--- config.mk ---
export PLATFORM = sky130hd
export DESIGN_NAME = conv_acc_requant
export DESIGN_NICKNAME = d
export VERILOG_FILES = /design/src/rtl/conv_acc_requant.sv
export SDC_FILE = /design/constraint.sdc
export NUM_CORES = 1
export LEC_CHECK = 0
export CAP_MARGIN = 15
export CORE_UTILIZATION = 45
export CTS_CLUSTER_SIZE = 30
export DETAILED_ROUTE_END_ITERATION = 10
export GPL_ROUTABILITY_DRIVEN = 0
export PLACE_DENSITY = 0.76
export SYNTH_ARGS = -nofsm -noshare
export SYNTH_HDL_FRONTEND = slang
export SYNTH_SLANG_ARGS = --single-unit
--- constraint.sdc ---
create_clock -name ap_clk -period 9.9 [get_ports ap_clk]
set_input_delay 2.97 -clock ap_clk [delete_from_list [all_inputs] [get_ports ap_clk]]
set_output_delay 2.97 -clock ap_clk [all_outputs]
set_load 0.005 [all_outputs]
--- src/rtl/conv_acc_requant.sv ---
// Conv-layer accumulator: sums KERNEL_LEN signed products on a per-output bias, then requantizes to OUT_WIDTH.
// Optional ReLU on the requantized value is enabled by defining CONV_ACC_RELU_EN.
`timescale 1ns/1ps
module conv_acc_requant #(
  parameter int unsigned PROD_WIDTH = 24,
  parameter int unsigned ACC_WIDTH  = 32,
  parameter int unsigned OUT_WIDTH  = 8,
  parameter int unsigned KERNEL_LEN = 9,
  parameter int unsigned SHIFT      = 8
) (
  input  logic                  ap_clk,
  input  logic                  ap_rst_n,
  input  logic [PROD_WIDTH-1:0] prod_data,
  input  logic                  prod_valid,
  output logic                  prod_ready,
  input  logic [ACC_WIDTH-1:0]  bias,
  output logic [OUT_WIDTH-1:0]  out_data,
  output logic                  out_valid,
  input  logic                  out_ready,
  output logic                  out_sat
);

  localparam int unsigned CNT_W = $clog2(KERNEL_LEN + 1);
  localparam logic signed [ACC_WIDTH-1:0] RND     = ACC_WIDTH'(64'sd1 <<< (SHIFT - 1));
  localparam logic signed [ACC_WIDTH-1:0] OUT_MAX = ACC_WIDTH'((64'sd1 <<< (OUT_WIDTH - 1)) - 64'sd1);
  // Two's complement: the bitwise inverse of the positive limit is the negative limit.
  localparam logic signed [ACC_WIDTH-1:0] OUT_MIN = ~OUT_MAX;

  typedef enum logic [1:0] {IDLE, ACC, EMIT} state_t;

  state_t                 state, state_n;
  logic [CNT_W-1:0]       count, count_n;
  logic signed [ACC_WIDTH-1:0] acc, acc_n;
  logic [OUT_WIDTH-1:0]   data_n;
  logic                   valid_n, sat_n, ready_n;

  logic signed [ACC_WIDTH-1:0] prod_ext, base, sum, rnd;
  logic [OUT_WIDTH-1:0]   q_data;
  logic                   q_sat;
  logic                   xfer, last;

  assign xfer = prod_valid && prod_ready;
  assign last = (count == CNT_W'(KERNEL_LEN - 1));

  // Next sum and its requantized value; the sum starts from bias on the first product of a window.
  always_comb begin
    prod_ext = {{(ACC_WIDTH - PROD_WIDTH){prod_data[PROD_WIDTH-1]}}, prod_data};
    base     = (state == IDLE) ? bias : acc;
    sum      = base + prod_ext;
    rnd      = (sum + RND) >>> SHIFT;
`ifdef CONV_ACC_RELU_EN
    if (rnd < 0) rnd = '0;
`endif
    q_data = rnd[OUT_WIDTH-1:0];
    q_sat  = 1'b0;
    if (rnd > OUT_MAX) begin
      q_data = OUT_MAX[OUT_WIDTH-1:0];
      q_sat  = 1'b1;
    end else if (rnd < OUT_MIN) begin
      q_data = OUT_MIN[OUT_WIDTH-1:0];
      q_sat  = 1'b1;
    end
  end

  // Next-state and registered-output logic.
  always_comb begin
    state_n = state;
    count_n = count;
    acc_n   = acc;
    data_n  = out_data;
    valid_n = out_valid;
    sat_n   = out_sat;
    ready_n = prod_ready;
    unique case (state)
      IDLE, ACC: begin
        ready_n = 1'b1;
        if (xfer) begin
          acc_n   = sum;
          count_n = count + CNT_W'(1);
          if (last) begin
            state_n = EMIT;
            data_n  = q_data;
            sat_n   = q_sat;
            valid_n = 1'b1;
            ready_n = 1'b0;
          end else begin
            state_n = ACC;
          end
        end
      end
      EMIT: begin
        if (out_ready) begin
          state_n = IDLE;
          count_n = '0;
          valid_n = 1'b0;
          ready_n = 1'b1;
        end
      end
      default: state_n = IDLE;
    endcase
  end

  always_ff @(posedge ap_clk or negedge ap_rst_n) begin
    if (!ap_rst_n) begin
      state      <= IDLE;
      count      <= '0;
      acc        <= '0;
      out_data   <= '0;
      out_valid  <= 1'b0;
      out_sat    <= 1'b0;
      prod_ready <= 1'b0;
    end else begin
      state      <= state_n;
      count      <= count_n;
      acc        <= acc_n;
      out_data   <= data_n;
      out_valid  <= valid_n;
      out_sat    <= sat_n;
      prod_ready <= ready_n;
    end
  end

endmodule

==> summary.txt <==
Status
  – Status: completed

Yosys
  – Ranking of synthesized cells by area: dfrtp_1 22%, ha_1 8.2%, mux2_2 6.8%
  – Number of synthesized flops with an enable pin: 0
  – Synth cell types: 95
  – Post-synthesis cell count: 651
  – Synth Cell Area: 5510 um^2
  – Most numerous cell in the Yosys netlist: nand2_1
  – Yosys reg bits: 49
  – Syn nets: 748
  – Synthesized area per cell: 8.46 um^2
  – Main synth FF type: dfrtp_1
  – Yosys top cell area share: 22.3%
  – Synth area leader: dfrtp_1
  – Synth warn: 0
  – Post-synthesis sequential area ratio: 22.3%
  – Post-synth top cells: 82 x nand2_1, 59 x o21ai_0, 49 x dfrtp_1, 37 x nor2_1
  – Synth async-reset ratio: 100%

Final layout
  – Fill count: 1,104
  – Layout cells sized above 1: 12.6%
  – # diodes: 0
  – Syn-to-layout area delta: 15.6%
  – Nets: 797
  – Non-filler cells, final: 848

Timing
  – Setup WS post-layout: 2.00 ns
  – RSZ-0062 raised after global routing: false
  – Max-slew violation count: 0
  – Final setup fails: 0
  – Worst Skew: 0.00801 ns
  – Worst Tran Pin Value: 1.04 ns
  – Minimum clock period: 7.90 ns
  – Final critical-path share of the clock period: 79.8%
  – Rel. slew slack: 30.7%
  – Final hold vios: 0
  – Setup TNS: 0 ns
  – Fmax: 0.127 GHz

Min path
  – Hold Crit Start: acc[28]
  – Hold Path Depth: 2
  – Worst hold-check path type: reg2reg
  – Worst hold endpoint: acc[28]

Route
  – Final wirelength: 15.0 mm
  – Via density per instance: 6.19
  – WL per Instance: 17.7 um
  – Detailed Routing Iterations Pass 1: 5
  – Via Count: 5,252
  – Post-DRT Antenna Nets: 0
  – Initial DRC Count: 346
  – DRC: 0

Place
  – Port bufs: 70
  – Hpwl dp: 11.5 mm
  – Placed Instances: 840
  – DP Worst Slack: 1.70 ns

CTS
  – CTS buffer count: 5
  – CTS tree: built
  – Post-cts hold buffer count: 0
  – Clock Tree Buf Depth: 2
  – # resized after CTS: 0
  – Worst skew pair latency: 0.32 ns
  – Root Buffer: clkbuf_16
  – Setup bufs post-CTS: 0
  – Sink Count: 49
  – H-tree levels: 2
  – Clock Pin Slew Worst Setup and Hold Paths: 0.08 ns

Critical path
  – Worst reg2reg startpoint: state[1]
  – Crit path DAT: 8.11 ns
  – Worst-path cell chain: clkdlybuf4s50_1, mux2_2, ha_1, inv_1, fa_1, nand2b_1, a21oi_1, o21ai_0, xor2_1, inv_1, ha_1, o2111ai_1, or4_1, or3b_1, a21o_1, a2111o_1, a2111oi_4, a31oi_4, o32ai_1
  – R2r endpoint: out_data[3]
  – CP max-delay cell: or4_1
  – Max incr delay on CP: 0.74 ns
  – CP Capture Type: flip-flop
  – CP Max Fanout: 17
  – Reg2Reg Setup Slack: 3.65 ns
  – Critical Path RT: 10.11 ns
  – Number of cells on the worst reg-to-reg path: 19
  – CP Launch Type: input port
  – CP Class: in2reg

Run
  – Max_cap viols: 0

GRT
  – Antenna violations before repair: 0
  – GRT Max-Usage Layer: met2
  – All-Layer GR Usage: 24.8%
  – Global-route wire length before repair: 25.3 mm
  – Global routing usage on met2: 43.3%
  – Met1 Use GR: 31.2%
  – Largest net degree at the start of global routing: 63
  – Gr ovfl total: 0
  – Grt met3 use: 4.10%
  – Vias in the first global route: 5,236

Floorplan
  – IO Pins: 71
  – Die height: 113 um
  – Cell Rows: 40
  – Core box area: 12,000 um^2
  – Die area: 12,700 um^2
  – Starting Density: 46.0%
  – Die Wd: 113 um
routing by layer:
layer	part of all wire, %	wire (um)	up-vias
li1	-	-	2560
met1	44	6690	2480
met2	47	7140	190
met3	6.1	919	22
met4	2.0	300	0
met5	0	0	-
worst max-delay path, delay by kind of cell:
kind                     cells  cell delay, ns
XOR/XNOR                     1            0.20
adder cells (fa/ha/maj)      3            0.79
AO/OA/AOI/OAI                8            1.99
AND/OR/NAND/NOR              3            1.41
buffers and inverters        3            0.60
multiplexers                 1            0.14
cell families after synthesis:
family | Yosys count | share of synthesized area (%)
adders and majority gates | 37 | 8.55
DFF | 49 | 22.3
xor gates and xnor gates | 32 | 5.36
buffers and inverters | 51 | 4.93
AOI/OAI and AO/OA | 212 | 28.8
and+or+nand+nor | 234 | 22.8
muxes | 36 | 7.30
sequential cells by signal (all words and copies together), names as in the netlist:
name	count
acc	32
out_data	8
count	4
state	2
out_sat	1
out_valid	1
prod_ready	1
worst max path at each step:
| stage | from | endpoint | cells past startpoint |
|---|---|---|---|
| global placement | bias[0] | out_data[3] | 19 |
| detailed placement | bias[0] | out_data[3] | 19 |
| floorplan | bias[0] | out_data[3] | 19 |
| CTS | bias[0] | out_data[3] | 19 |
| finish | bias[0] | out_data[3] | 19 |
| global route | bias[0] | out_data[3] | 19 |
cell type report:
cell class                 count  area (um^2)  area share (%)
tap                          147          184            2.89
timing repair buffer          71          703            11.1
multi-input combinational    551         4020            63.1
sequential                    49         1230            19.3
clock buffer                   5          125            1.97
clock inverter                 3         26.3           0.413
inverter                      22         82.6            1.30
cell usage in the layout, fill, tap and decap left out, types with 16 or more instances in the layout:
cell type         n
dfrtp_1          49
nor2_1           36
inv_1            22
nand4_1          17
ha_1             36
o21ai_0          59
a21oi_1          36
clkdlybuf4s50_1  69
xor2_1           16
nor3_1           16
mux2_2           33
nand2_1          82
stage by stage:
step	util [%]	instance area, um^2	hold WS (ns)
2_1_floorplan	-	5510	0.442
3_3_place_gp	51.9	6210	0.457
3_5_place_dp	51.9	6210	0.466
4_1_cts	53.2	6360	0.484
5_1_grt	53.2	6360	0.513
6_report	53.2	6360	0.476
Power is left out: the tool's default activity adds up to more than one toggle a clock period on the data nets, which glitch-free logic cannot reach.
